[src/rtl/nec_div_pkg.sv]
// nec_div_pkg: shared types and constants for the DIV/DIVU sequencer.
//   div_state_t      - sequencer FSM states
//   DIV_LATENCY      - ce cycles from req sample to done (normal path)
//   DIV_DBZ_LATENCY  - ce cycles from req sample to done (zero divisor)
//   build_dividend / build_divisor - 33-bit operand construction
package nec_div_pkg;

    typedef enum logic [1:0] {
        IDLE   = 2'd0,
        LAUNCH = 2'd1,
        WAIT   = 2'd2,
        FINISH = 2'd3
    } div_state_t;

    localparam int DIV_LATENCY     = 35;
    localparam int DIV_DBZ_LATENCY = 3;

    // Word: DW:AW with a sign bit on top. Byte: AW extended to 33 bits.
    function automatic logic [32:0] build_dividend(input logic s, input logic w,
                                                   input logic [31:0] d);
        if (w)
            return {s & d[31], d};
        return {{17{s & d[15]}}, d[15:0]};
    endfunction

    // Word: r16 extended to 33 bits. Byte: r8 extended to 33 bits.
    function automatic logic [32:0] build_divisor(input logic s, input logic w,
                                                  input logic [15:0] d);
        if (w)
            return {{17{s & d[15]}}, d};
        return {{25{s & d[7]}}, d[7:0]};
    endfunction

endpackage

[src/rtl/nec_divider.sv]
// nec_divider: 32-step restoring divider on operand magnitudes.
//   clk, reset, ce  - clock, async active-high reset, clock enable
//   start           - one ce cycle: load operands, clear done
//   wide            - 1: quotient must fit 16 bits, 0: 8 bits (overflow flag)
//   a, b            - 33-bit two's complement dividend / divisor
//   done            - level, set when result valid (immediately for b == 0)
//   dbz             - divisor was zero
//   ovf             - quotient magnitude exceeds the mode width
//   quot, rem       - signed quotient (truncated) and remainder (dividend sign)
module nec_divider
    import nec_div_pkg::*;
(
    input  logic        clk,
    input  logic        reset,
    input  logic        ce,
    input  logic        start,
    input  logic        wide,
    input  logic [32:0] a,
    input  logic [32:0] b,
    output logic        done,
    output logic        dbz,
    output logic        ovf,
    output logic [15:0] quot,
    output logic [15:0] rem
);

    logic [32:0] a_abs;
    logic [32:0] b_abs;
    logic        b_zero;
    logic [31:0] q_sh;     // dividend bits shift out the top, quotient bits in at the bottom
    logic [16:0] r_acc;    // partial remainder, always < b_mag
    logic [16:0] b_mag;
    logic [17:0] trial;
    logic [4:0]  step;
    logic        run;
    logic        neg_q;
    logic        neg_r;

    assign a_abs  = a[32] ? (~a + 33'd1) : a;
    assign b_abs  = b[32] ? (~b + 33'd1) : b;
    assign b_zero = (b_abs == 33'd0);
    assign trial  = {r_acc, q_sh[31]} - {1'b0, b_mag};

    always_ff @(posedge clk or posedge reset) begin
        if (reset) begin
            q_sh  <= '0;
            r_acc <= '0;
            b_mag <= '0;
            step  <= '0;
            run   <= 1'b0;
            done  <= 1'b0;
            dbz   <= 1'b0;
            neg_q <= 1'b0;
            neg_r <= 1'b0;
        end else if (ce) begin
            if (start) begin
                q_sh  <= a_abs[31:0];
                // a_abs[32] is never set for legal operands; seeding it keeps the math exact.
                r_acc <= {16'd0, a_abs[32]};
                b_mag <= b_abs[16:0];
                neg_q <= a[32] ^ b[32];
                neg_r <= a[32];
                step  <= '0;
                run   <= !b_zero;
                done  <= b_zero;
                dbz   <= b_zero;
            end else if (run) begin
                if (!trial[17]) begin
                    r_acc <= trial[16:0];
                    q_sh  <= {q_sh[30:0], 1'b1};
                end else begin
                    r_acc <= {r_acc[15:0], q_sh[31]};
                    q_sh  <= {q_sh[30:0], 1'b0};
                end
                step <= step + 5'd1;
                if (step == 5'd31) begin
                    run  <= 1'b0;
                    done <= 1'b1;
                end
            end
        end
    end

    assign ovf  = wide ? (|q_sh[31:16]) : (|q_sh[31:8]);
    assign quot = neg_q ? (~q_sh[15:0] + 16'd1) : q_sh[15:0];
    assign rem  = neg_r ? (~r_acc[15:0] + 16'd1) : r_acc[15:0];

endmodule

[src/rtl/nec_div_ctrl.sv]
// nec_div_ctrl: DIV/DIVU sequencer around nec_divider.
//   clk, reset, ce      - clock, async active-high reset, clock enable
//   req                 - start request (sampled in IDLE only)
//   is_signed, wide     - DIV vs DIVU, 32/16 vs 16/8; captured with req
//   dividend, divisor   - operands; captured with req
//   busy                - high from cycle after acceptance through done cycle
//   done                - one-ce-cycle result pulse
//   err, err_dbz        - divide error / zero-divisor cause, valid with done
//   quot, rem           - registered results (byte mode zero-fills [15:8])
//   dbg_state           - current FSM state (div_state_t encoding)
//
// Handshake: req is accepted only on a ce edge while busy is low; every
// acceptance produces exactly one done pulse, and req seen while busy is
// ignored (a held req is re-accepted the first idle cycle after done).
module nec_div_ctrl
    import nec_div_pkg::*;
(
    input  logic        clk,
    input  logic        reset,
    input  logic        ce,
    input  logic        req,
    input  logic        is_signed,
    input  logic        wide,
    input  logic [31:0] dividend,
    input  logic [15:0] divisor,
    output logic        busy,
    output logic        done,
    output logic        err,
    output logic        err_dbz,
    output logic [15:0] quot,
    output logic [15:0] rem,
    output logic [1:0]  dbg_state
);

    div_state_t  state_q, state_d;
    logic        capture;
    logic        load;
    logic        div_start;
    logic [32:0] a_q, b_q;
    logic        wide_q, signed_q;
    logic        div_done, div_dbz, div_ovf;
    logic [15:0] div_quot, div_rem;
    logic        neg, q_sign, q_nz, range_err;

    always_ff @(posedge clk or posedge reset) begin
        if (reset)
            state_q <= IDLE;
        else if (ce)
            state_q <= state_d;
    end

    always_comb begin
        state_d   = state_q;
        capture   = 1'b0;
        load      = 1'b0;
        busy      = (state_q != IDLE);
        done      = (state_q == FINISH);
        div_start = (state_q == LAUNCH);
        case (state_q)
            IDLE: begin
                if (req) begin
                    capture = 1'b1;
                    state_d = LAUNCH;
                end
            end
            LAUNCH: state_d = WAIT;
            WAIT: begin
                if (div_done) begin
                    load    = 1'b1;
                    state_d = FINISH;
                end
            end
            FINISH: state_d = IDLE;
            default: state_d = IDLE;
        endcase
    end

    assign dbg_state = state_q;

    always_ff @(posedge clk or posedge reset) begin
        if (reset) begin
            a_q      <= '0;
            b_q      <= '0;
            wide_q   <= 1'b0;
            signed_q <= 1'b0;
        end else if (ce && capture) begin
            a_q      <= build_dividend(is_signed, wide, dividend);
            b_q      <= build_divisor(is_signed, wide, divisor);
            wide_q   <= wide;
            signed_q <= is_signed;
        end
    end

    nec_divider u_divider (
        .clk   (clk),
        .reset (reset),
        .ce    (ce),
        .start (div_start),
        .wide  (wide_q),
        .a     (a_q),
        .b     (b_q),
        .done  (div_done),
        .dbz   (div_dbz),
        .ovf   (div_ovf),
        .quot  (div_quot),
        .rem   (div_rem)
    );

    // The divider only flags magnitude overflow; a magnitude that fits the
    // unsigned width can still fall outside the signed range.
    assign neg       = a_q[32] ^ b_q[32];
    assign q_sign    = wide_q ? div_quot[15] : div_quot[7];
    assign q_nz      = wide_q ? (|div_quot) : (|div_quot[7:0]);
    assign range_err = signed_q && ((!neg && q_sign) || (neg && !q_sign && q_nz));

    always_ff @(posedge clk or posedge reset) begin
        if (reset) begin
            err     <= 1'b0;
            err_dbz <= 1'b0;
            quot    <= '0;
            rem     <= '0;
        end else if (ce && load) begin
            if (div_dbz) begin
                err     <= 1'b1;
                err_dbz <= 1'b1;
            end else if (div_ovf || range_err) begin
                err     <= 1'b1;
                err_dbz <= 1'b0;
            end else begin
                err     <= 1'b0;
                err_dbz <= 1'b0;
                quot    <= wide_q ? div_quot : {8'h00, div_quot[7:0]};
                rem     <= wide_q ? div_rem  : {8'h00, div_rem[7:0]};
            end
        end
    end

endmodule

[config.mk]
export PLATFORM = sky130hd
export DESIGN_NAME = nec_div_ctrl
export DESIGN_NICKNAME = d
export VERILOG_FILES = /design/src/rtl/nec_div_pkg.sv /design/src/rtl/nec_divider.sv /design/src/rtl/nec_div_ctrl.sv
export SDC_FILE = /design/constraint.sdc
export NUM_CORES = 1
export LEC_CHECK = 0
export ABC_CLOCK_PERIOD_IN_PS = 7950
export CELL_PAD_IN_SITES_DETAIL_PLACEMENT = 1
export CELL_PAD_IN_SITES_GLOBAL_PLACEMENT = 1
export CORE_MARGIN = 2
export CORE_UTILIZATION = 30
export CTS_CLUSTER_SIZE = 10
export DETAILED_ROUTE_END_ITERATION = 7
export DONT_BUFFER_PORTS = 1
export GPL_ROUTABILITY_DRIVEN = 0
export HOLD_SLACK_MARGIN = 0.12
export PLACE_DENSITY_LB_ADDON = 0.25
export REMOVE_ABC_BUFFERS = 1
export SYNTH_ARGS = -nofsm -noshare
export SYNTH_HDL_FRONTEND = slang
export SYNTH_SLANG_ARGS = --single-unit
[constraint.sdc]
create_clock -name clk -period 7.95 [get_ports clk]
set_clock_uncertainty 0.2 [all_clocks]
set_input_delay 1.59 -clock clk [delete_from_list [all_inputs] [get_ports clk]]
set_output_delay 1.59 -clock clk [all_outputs]
set_load 0.05 [all_outputs]
==> results by group <==
Route
  • Drt drc: 0
  • Initial drt markers: 370
  • Pre-Repair DR Iteration Count: 4
  • Vias/cell: slightly above 5
  • WL/cell: roughly 18 microns
  • Final wirelength: about 25 mm
  • Detailed-route via count: around 7300
  • Post-DRT Antenna Nets: 0

Setup path
  • Critical path buffer and inverter count: 0
  • Critical Path Start Type: register
  • Reg2reg end: rem[14]
  • Worst path arrival time: 4.11 ns
  • Worst path depth: 8
  • Max incr delay on CP: ~0.66 ns
  • CP required: 8.05 ns
  • Reg-to-reg startpoint: u_divider.q_sh[3]
  • Setup Crit Path Kind: register to register
  • Critical path cell sequence: or4_4 > or3_1 > o31a_1 > nor3_1 > a31oi_1 > o41ai_2 > nand2_2 > mux2_4
  • R2R depth: 8
  • FF-to-FF setup slack: between 3 and 4 ns
  • CP max stage cell: nand2_2
  • Crit path max fanout: 32
  • Crit path capture type: register
  • CP delay by family, top: simple AND/OR/NAND/NOR gates

Clock tree
  • Depth of the CTS H-tree: 4
  • Clk slew on worst S/H paths: roughly 0.070 ns
  • Post-CTS Resized: 0
  • Clk buf depth: 2
  • Post-CTS Setup Inserts: 0
  • Total CTS buffers: 17
  • CTS Root Cell: clkbuf_16
  • CTS Sinks: roughly 160
  • Clk_lat worst skew: 0.42 ns
  • CTS tree: done
  • Hold_buf cts: 0

Place
  • Port buffer count: 0
  • Dpl cells: 1382
  • Hpwl dp: around 18 mm
  • Place WS: roughly 3.7 ns

Cells and area
  • Final nets: between 1000 and 1500
  • Fillers: 3653
  • Most common cell after layout, fill and taps aside: nand2_1
  • Non-Filler Instances: 1411
  • Fraction of layout cells with a size suffix above 1: under 10%
  • Layout Area Growth over Synthesis: 9.156%
  • Most frequent cells in the layout: nand2_1 (167), dfrtp_1 (164), o21ai_0 (104), xor2_1 (49), nand3_1 (44)
  • N_diodes: 0

Logic synthesis
  • Post-Synthesis Cell Area: between 9000 and 10000 sq um
  • Flops & latches, synth: around 160
  • Unique masters post-synth: 65
  • Number of flops mapped to enable cells by yosys: 0
  • Mean cell area of the mapped netlist: 9.277 sq um
  • Yosys warnings: 0
  • Post-synth top area share: about 43%
  • Post-Synthesis Cells: 1037
  • Seq/Total Area, Yosys: between 40 and 50%
  • Top post-synthesis cells by area: dfrtp_1 (43%), nand2_1 (6.5%), o21ai_0 (5.4%), xor2_1 (4.5%), mux2_4 (3.9%)
  • Post-synth top flop: dfrtp_1
  • Largest area contributor in the netlist: dfrtp_1
  • Ys async rst share: 100.0%

Power
  • Clk pwr share: 18.4%
  • Leakage: around 4.7 nW
  • PD cells: about 430 nW/um^2
  • Logic pwr share: 44.1%
  • Flop pwr share: ~38%
  • Switching pwr: about 2.0 mW
  • Worst vdd ir: around 0.15 mV
  • Switch share: 44.69%
  • Total Power: 4.556 mW
  • Internal: 2.520 mW

Floorplan
  • Die area: about 34000 sq um
  • Num rows: 65
  • Die width: around 180 microns
  • Core ar.: roughly 32000 sq um
  • Initial Util: between 30% and 40%
  • Die Height: about 180 microns
  • Io pins: a little over 90

Global route
  • First-pass GRT wire length: between 40 and 50 mm
  • Largest net degree at the start of global routing: between 100 and 150
  • Antenna violations before repair: 0
  • GRT Total Usage: about 16%
  • Gr ovfl total: 0
  • Vias in the first global route: ~7500

Worst hold path
  • Worst hold endpoint: u_divider.b_mag[5]
  • Hold Path Class: register to register
  • Hold path cells: 2
  • Worst Hold Launch: u_divider.b_mag[5]

STA
  • Worst Tran Pin Value: roughly 1.1 ns
  • Final hold violation count: 0
  • Fin crit share: just over 50%
  • Final setup violation count: 0
  • Min Clock Period, post-route: around 4 ns
  • Final WS setup: approximately 4 ns
  • Max-slew violations: 0
  • Slew HR: approximately 29%
  • Fmax: 0.2493 GHz
  • Min Hold Slack: roughly 0.28 ns
  • Setup Total Neg Slack: 0 ns
  • RSZ-0062 raised after global routing: no

Outcome
  • Status: complete, no violations

Run
  • Max Cap Viol: 0
[power groups by stage]
stage	logic, mW	clock network (mW)	registers, mW
6_report	2.01	0.838	1.71
5_1_grt	2.30	0.900	1.77
4_1_cts	2.04	0.865	1.71
3_5_place_dp	2.03	0	1.73
3_3_place_gp	1.99	0	1.71
2_1_floorplan	1.60	0	1.58
[registers in the layout (all words and copies together), names as in the netlist, 2 cells and up]
signal	flops
a_q	33
u_divider.q_sh	32
quot	16
dbg_state	2
b_q	17
rem	16
u_divider.step	5
u_divider.r_acc	17
u_divider.b_mag	17
[synthesized netlist by cell type, drive strengths merged (5+ instances only)]
cell type	number
nand2	168
dfrtp	164
o21ai	107
clkbuf	49
xor2	49
nand3	45
inv	43
nor2	43
xnor2	41
mux2	31
ha	28
a22o	24
mux2i	24
a22oi	22
a21oi	21
o31ai	16
buf	15
or3	14
o41ai	12
nor3	11
or4	10
a21o	8
nand2b	8
nor4	8
o21a	6
a31oi	5
nand4	5
nor2b	5
or2	5
[cell type report]
cell class	count	area, sq um	area share [%]
repair buffers	7	52.55	0.5004
well taps	402	503.0	4.790
clock inverters	10	135.1	1.287
clock buffers	19	442.9	4.218
multi-input cells	766	5097	48.54
flip-flops and latches	164	4104	39.08
inverters	43	166.4	1.585
[metrics by stage]
| step | util, % | instance area [sq um] |
|---|---|---|
| final | 33.28 | 10500 |
| after global routing | 33.28 | 10500 |
| after CTS | 33.28 | 10500 |
| after detailed placement | 31.45 | 9923 |
| after global placement | 31.45 | 9923 |
| after floorplan | - | 9345 |
[cells by family (layout without fill, tap and decap cells)]
logic type	count (synthesis)	after routing	share of synthesized area, %
AOI/OAI and AO/OA	254	254	17.48
xor gates and xnor gates	90	90	8.193
adders and majority gates	29	29	3.850
buffers and inverters	107	79	4.539
DFF	164	164	42.66
muxes	55	55	7.101
and+or+nand+nor	338	338	16.18
[how the worst max path moves through the flow]
| stage | slack, ns | end | start |
|---|---|---|---|
| 2_1_floorplan | 1.73 | a_q[0] | reset |
| 3_3_place_gp | 3.76 | quot[1] | ce |
| 3_5_place_dp | 3.66 | rem[13] | ce |
| 4_1_cts | 3.92 | rem[1] | u_divider.q_sh[3] |
| 5_1_grt | 3.70 | rem[3] | u_divider.q_sh[3] |
| 6_report | 3.94 | rem[14] | u_divider.q_sh[3] |
[worst register-to-register path, stage by stage (launching register included)]
cell and delay [ns]:
dfrtp_1 0.48, or4_4 0.57, or3_1 0.45, o31a_1 0.32
nor3_1 0.13, a31oi_1 0.08, o41ai_2 0.46, nand2_2 0.66
mux2_4 0.54
[layer usage]
layer	vias to the layer above	part of all wire [%]	GRT usage (%)	wire length, microns
met3	8	3.9	3.376	983
li1	3585	-	-	-
met1	3600	52	23.47	13240
met5	-	0	0	0
met4	0	0.62	3.584	156
met2	100	43	23.27	10950
Power figures use the tool's default switching activity.
